### config.mk
export PLATFORM = sky130hd
export DESIGN_NAME = lru_backend_arbiter
export DESIGN_NICKNAME = d
export VERILOG_FILES = /design/src/rtl/lru_backend_arbiter.sv
export SDC_FILE = /design/constraint.sdc
export NUM_CORES = 1
export LEC_CHECK = 0
export CORE_AREA = 2 2 303 305
export CTS_BUF_LIST = sky130_fd_sc_hd__clkbuf_4
export DETAILED_ROUTE_END_ITERATION = 8
export DIE_AREA = 0 0 305 307
export GPL_TIMING_DRIVEN = 0
export SKIP_LAST_GASP = 1
export SYNTH_ARGS = -nofsm -noshare
export SYNTH_HDL_FRONTEND = slang
export SYNTH_SLANG_ARGS = --single-unit
### constraint.sdc
create_clock -name clk -period 3.43 [get_ports clk]
set_input_delay 0.686 -clock clk [delete_from_list [all_inputs] [get_ports clk]]
set_output_delay 0.686 -clock clk [all_outputs]
set_load 0.01 [all_outputs]
### src/rtl/lru_backend_arbiter.sv
// rtl/lru_backend_arbiter.sv - round-robin sharing of one backend read port between NUM_WAYS cache ways
//
// Purpose: each way posts a line tag on its request stream. One winner at a time is
// forwarded to the memory address stream, and the returned CACHE_SIZE/DATA_PORT_SIZE
// beats are passed straight through to that winner only.
//
// Optional feature macro: LRU_ARB_TIMEOUT_EN (adds watchdog and timeout_err output).
//
// Ports:
//   clk, rst                      clock, synchronous active-high reset
//   req_tvalid/req_tready/req_tdata   per-way tag request streams (tags packed per way)
//   rsp_tvalid/rsp_tready/rsp_tdata   per-way beat streams, tdata broadcast
//   mem_addr_tvalid/tready/tdata      memory request stream
//   mem_data_tvalid/tready/tdata      memory beat stream
//   grant_id                      current/last owner
//   busy                          fill in progress
//   timeout_err                   sticky watchdog flag (LRU_ARB_TIMEOUT_EN only)
module lru_backend_arbiter #(
    parameter int NUM_WAYS       = 4,
    parameter int TAGS_WIDTH     = 48,
    parameter int CACHE_SIZE     = 512,
    parameter int DATA_PORT_SIZE = 256,
    parameter int TIMEOUT_CYCLES = 1024
) (
    input  logic                           clk,
    input  logic                           rst,
    input  logic [NUM_WAYS-1:0]            req_tvalid,
    output logic [NUM_WAYS-1:0]            req_tready,
    input  logic [NUM_WAYS*TAGS_WIDTH-1:0] req_tdata,
    output logic [NUM_WAYS-1:0]            rsp_tvalid,
    input  logic [NUM_WAYS-1:0]            rsp_tready,
    output logic [DATA_PORT_SIZE-1:0]      rsp_tdata,
    output logic                           mem_addr_tvalid,
    input  logic                           mem_addr_tready,
    output logic [TAGS_WIDTH-1:0]          mem_addr_tdata,
    input  logic                           mem_data_tvalid,
    output logic                           mem_data_tready,
    input  logic [DATA_PORT_SIZE-1:0]      mem_data_tdata,
    output logic [$clog2(NUM_WAYS)-1:0]    grant_id,
    output logic                           busy
`ifdef LRU_ARB_TIMEOUT_EN
    ,
    output logic                           timeout_err
`endif
);

    localparam int BEATS = CACHE_SIZE / DATA_PORT_SIZE;
    localparam int BW    = $clog2(BEATS) + 1;
    localparam int GW    = $clog2(NUM_WAYS);

    typedef enum logic [1:0] {
        S_IDLE = 2'd0,
        S_ADDR = 2'd1,
        S_DATA = 2'd2
    } state_t;

    state_t                r_state;
    logic [GW-1:0]         r_rr_ptr;
    logic [GW-1:0]         r_grant;
    logic [BW-1:0]         r_beat_cnt;
    logic                  r_addr_valid;
    logic [TAGS_WIDTH-1:0] r_addr_tdata;

    logic                  w_found;
    logic [GW-1:0]         w_winner;
    int                    w_idx;
    logic [GW-1:0]         w_next_ptr;
    logic                  w_beat_hs;
    logic                  w_last_beat;

    // Circular search starting at r_rr_ptr; the first asserted request wins.
    always_comb begin
        w_found  = 1'b0;
        w_winner = '0;
        w_idx    = 0;
        for (int k = 0; k < NUM_WAYS; k++) begin
            w_idx = int'(r_rr_ptr) + k;
            if (w_idx >= NUM_WAYS) begin
                w_idx = w_idx - NUM_WAYS;
            end
            if (!w_found && req_tvalid[w_idx]) begin
                w_found  = 1'b1;
                w_winner = w_idx[GW-1:0];
            end
        end
    end

    // The just-served way drops to lowest priority for the next search.
    assign w_next_ptr = (r_grant == GW'(NUM_WAYS - 1)) ? '0 : r_grant + GW'(1);

    assign req_tready      = (r_state == S_IDLE && w_found) ? (NUM_WAYS'(1) << w_winner) : '0;
    assign mem_data_tready = (r_state == S_DATA) && rsp_tready[r_grant];
    assign rsp_tvalid      = (r_state == S_DATA && mem_data_tvalid) ? (NUM_WAYS'(1) << r_grant) : '0;
    assign rsp_tdata       = mem_data_tdata;
    assign w_beat_hs       = mem_data_tvalid && mem_data_tready;
    assign w_last_beat     = (r_beat_cnt == BW'(BEATS - 1));

    assign mem_addr_tvalid = r_addr_valid;
    assign mem_addr_tdata  = r_addr_tdata;
    assign grant_id        = r_grant;
    assign busy            = (r_state != S_IDLE);

`ifdef LRU_ARB_TIMEOUT_EN
    localparam int WW = $clog2(TIMEOUT_CYCLES + 1);
    logic [WW-1:0] r_wdog;
    logic          r_timeout_err;
    assign timeout_err = r_timeout_err;
`endif

    always_ff @(posedge clk) begin
        if (rst) begin
            r_state      <= S_IDLE;
            r_rr_ptr     <= '0;
            r_grant      <= '0;
            r_beat_cnt   <= '0;
            r_addr_valid <= 1'b0;
            r_addr_tdata <= '0;
`ifdef LRU_ARB_TIMEOUT_EN
            r_wdog        <= '0;
            r_timeout_err <= 1'b0;
`endif
        end else begin
            case (r_state)
                S_IDLE: begin
                    if (w_found) begin
                        r_grant      <= w_winner;
                        r_addr_tdata <= req_tdata[int'(w_winner)*TAGS_WIDTH +: TAGS_WIDTH];
                        r_addr_valid <= 1'b1;
                        r_state      <= S_ADDR;
                    end
                end
                S_ADDR: begin
                    if (r_addr_valid && mem_addr_tready) begin
                        r_addr_valid <= 1'b0;
                        r_beat_cnt   <= '0;
                        r_state      <= S_DATA;
                    end
                end
                S_DATA: begin
                    if (w_beat_hs) begin
                        r_beat_cnt <= r_beat_cnt + BW'(1);
                        if (w_last_beat) begin
                            r_rr_ptr <= w_next_ptr;
                            r_state  <= S_IDLE;
                        end
                    end
                end
                default: r_state <= S_IDLE;
            endcase

`ifdef LRU_ARB_TIMEOUT_EN
            // Watchdog: restarts on entering ADDR and on each beat; on expiry it
            // abandons the fill and overrides whatever the case above decided.
            if (r_state == S_IDLE) begin
                r_wdog <= '0;
            end else if (w_beat_hs) begin
                r_wdog <= '0;
            end else if (r_wdog == WW'(TIMEOUT_CYCLES - 1)) begin
                r_wdog        <= '0;
                r_timeout_err <= 1'b1;
                r_addr_valid  <= 1'b0;
                r_rr_ptr      <= w_next_ptr;
                r_state       <= S_IDLE;
            end else begin
                r_wdog <= r_wdog + WW'(1);
            end
`endif
        end
    end

endmodule

==> key figures, run 1 <==
Global route
  • First-pass GRT wire length: 65000 um
  • Largest net degree at the start of global routing: 19
  • Initial antenna violation count: 25
  • Overflow after GRT: 0
  • Total GRT Usage: 0.106
  • Vias in the first global route: between 7000 and 8000

STA
  • Post-layout minimum cycle time: roughly 3.3 ns
  • Relative slew slack: 0.149
  • RSZ-0062 raised after global routing: false
  • Final Hold Vio Count: 0
  • Least-Margin Pin Slew: roughly 1.3 ns
  • Fmax: between 300 and 400 MHz
  • Setup Viol. Count Final: 0
  • Final setup TNS: 0 ns
  • Final clock skew: 0.0493 ns
  • Final-report max-slew violation count: 0
  • Fin crit share: 0.964

Finish
  • Util after Layout: 0.140
  • Fillers: between 10000 and 15000
  • Area grow syn2layout: 121%
  • Fin nets: roughly 1700
  • Share of cells above drive strength 1: 0.260

Worst setup path
  • Startpoint types: primary input
  • Setup CP Type: in2out
  • Kind of cell adding the most delay to the critical path: buffers and inverters
  • WP buf/inv: 3
  • Reg2reg setup slack: 0.47 ns
  • Crit Path Max Fanout: 10
  • Worst Path Arrival: approximately 2.6 ns
  • CP max-delay cell: clkdlybuf4s50_1
  • Crit-path cells: dlygate4sd2_1 > nand2_2 > a311oi_2 > nor2_2 > clkbuf_8 > nor3_1 > clkdlybuf4s50_1
  • Crit. End Element: output port
  • CP peak stage delay: ~0.57 ns
  • CP Data Required Time: roughly 2.7 ns

Clock tree
  • CTS tree: done
  • CTS Hold Bufs: 0
  • Worst-Skew Late Latency: around 0.59 ns
  • Num CTS Buffers: 9
  • CTS Sinks: between 50 and 60
  • # H-tree levels: 3
  • Root Buffer: clkbuf_4
  • Clock tree buffer depth: 2
  • Worst-path clk slew: approximately 0.1 ns

Logic synthesis
  • Ys Warns: 0
  • Synth Area in Adders: 0.0109
  • Mapped Nets: 1188
  • Simple-Gate Fraction of Synth Area: 0.113
  • Mapped Cells: about 720
  • Largest family of logic cells by synthesized area: buffers and inverters
  • Multiplexer share of the synthesized area: 0.0928
  • XOR/XNOR share of the synthesized area: 0
  • Synthesized area per cell: between 7 and 8 um^2
  • Synth Area in Compound Gates: 0.205
  • Cell Area, Synth: 0.00575 mm^2
  • Count of different cell masters after synthesis: 36
  • Number of synthesized register bits: 57
  • Sequential area share after synthesis: 0.199

Die
  • Area of the core: approximately 0.09 mm^2
  • Die W: 305 um
  • Initial Utilization: 0.0634
  • I/O pins: 777
  • Die footprint: roughly 0.094 mm^2
  • Die Ht: between 300 and 400 um
  • Row cnt: around 110

Power
  • Worst vdd ir: around 130 uV
  • P_leak: 4.94 nW
  • Total power per unit cell area: 235 mW/mm^2

Place
  • PortBufs: between 500 and 600
  • GPL Wtd Cong: 0.769
  • DP HPWL: 44200 um

Drt
  • Detailed-route DRC error count: 0
  • Drt total wl: around 52000 um
  • Via Count: 7218
  • Drt wl/cell: approximately 21 um
  • Drt pass-1 iters: 5
  • Via density: 2.93
  • Post-DRT Antenna Nets: 0
  • Initial DRC count: approximately 310

Job
  • Max Cap Viol: 0

Worst hold path
  • Hold crit path type: reg2reg

Outcome
  • Status: complete, no violations
-- metal layers --
| metal | part of all wire | GRT usage |
|---|---|---|
| met3 | 0.074 | 0.0333 |
| met1 | 0.43 | 0.131 |
| met4 | 0.018 | 0.0274 |
| met2 | 0.47 | 0.178 |
| met5 | 0.0028 | 0 |
-- path summary, 6_finish.rpt --
check,from,end,depth (start not counted)
setup / recovery,req_tvalid[0],req_tready[1],7
hold reg to reg,mem_addr_tdata[16],mem_addr_tdata[16],2
setup reg to reg,r_rr_ptr[1],mem_addr_tdata[16],6
hold / removal,mem_addr_tdata[16],mem_addr_tdata[16],2
-- worst register-to-register path, stage by stage (launching register included) --
cell and delay (ns):
dfxtp_4 0.40, nand2b_2 0.24, a21oi_2 0.19, clkbuf_1 0.82, o21ai_0 0.55, a211o_1 0.53
o211ai_1 0.13
-- metrics by stage --
stage	power [mW]	instances	setup slack, ns	hold slack [ns]	instance area [um^2]
floorplan	1.41	723	0.934	0.464	5750
global placement	2.39	2429	-1.33	0.448	12400
detailed placement	2.39	2429	-1.39	0.458	12400
CTS	3.11	2449	0.0200	0.484	12700
global route	3.18	2453	0.0465	0.514	12700
finish	2.99	2460	0.124	0.479	12700
-- layout make-up --
cell class / count / area (um^2) / share of cell area
diodes: 11 / 27.5 / 0.00217
clock buffers: 9 / 67.6 / 0.00532
clock inverters: 7 / 61.3 / 0.00482
repair buffers: 525 / 5240 / 0.412
well taps: 1186 / 1480 / 0.117
flip-flops and latches: 57 / 1150 / 0.0902
inverters: 6 / 22.5 / 0.00177
plain buffers: 302 / 2170 / 0.171
multi-input cells: 357 / 2490 / 0.196
-- where the power goes --
group	total, mW	internal [mW]	switching (mW)
clock network	0.622	0.213	0.409
registers	0.775	0.732	0.0434
logic	1.59	0.905	0.690
total	2.99	1.85	1.14
-- registers in the layout (all words and copies together) (netlist names) --
name             flops
mem_addr_tdata      48
r_beat_cnt           2
grant_id             2
mem_addr_tvalid      1
r_rr_ptr             2
r_state              2
-- kinds of logic (layout without fill, tap and decap cells) --
logic type / Yosys count / in the layout
muxes: 52 / 52
other: 0 / 11
buffers and inverters: 309 / 849
AOI/OAI and AO/OA: 161 / 161
and+or+nand+nor: 139 / 139
DFF: 57 / 57
adders and majority gates: 5 / 5
-- cells in the final DEF, fill, tap and decap left out, drive strengths merged, types with 32 or more instances in the layout --
cell type	synthesis	layout
o211ai	48	48
clkdlybuf4s50	0	514
nand2	56	56
nand3	49	49
clkbuf	22	32
o21ai	49	49
buf	281	285
dfxtp	57	57
mux2i	51	51
a211o	48	48
-- synthesized netlist by cell type (all sizes together) --
cell type / instances / area [um^2]
a21o: 1 / 7.51
a22oi: 1 / 7.51
nand3: 49 / 245
a211o: 48 / 420
ha: 5 / 62.6
buf: 281 / 2070
o211ai: 48 / 410
nor3: 5 / 36.3
mux2i: 51 / 510
and3: 5 / 31.3
inv: 6 / 22.5
nand2b: 5 / 31.3
o22a: 1 / 8.76
o21ai: 49 / 245
a21oi: 9 / 48.8
mux4: 1 / 22.5
nor2: 12 / 45.0
o22ai: 1 / 6.26
clkbuf: 22 / 86.3
a32oi: 1 / 8.76
nand2: 56 / 210
nor4: 1 / 12.5
or3: 2 / 12.5
nor2b: 3 / 18.8
and2: 1 / 6.26
dfxtp: 57 / 1140
a311oi: 1 / 8.76
o21bai: 1 / 7.51
-- timing repair --
action / in CTS / in global routing
resized for setup: 28 / 5
setup buffers: 5 / 0
setup endpoints to repair: 4 / 3
pin swaps: 3 / 0
(Power assumes the default switching activity.)
==> run 2: changes to the inputs <==
ABC_AREA = 0   (was default)
==> results of run 2 <==
The final DEF is identical to that of run 1; final timing and power are the same.
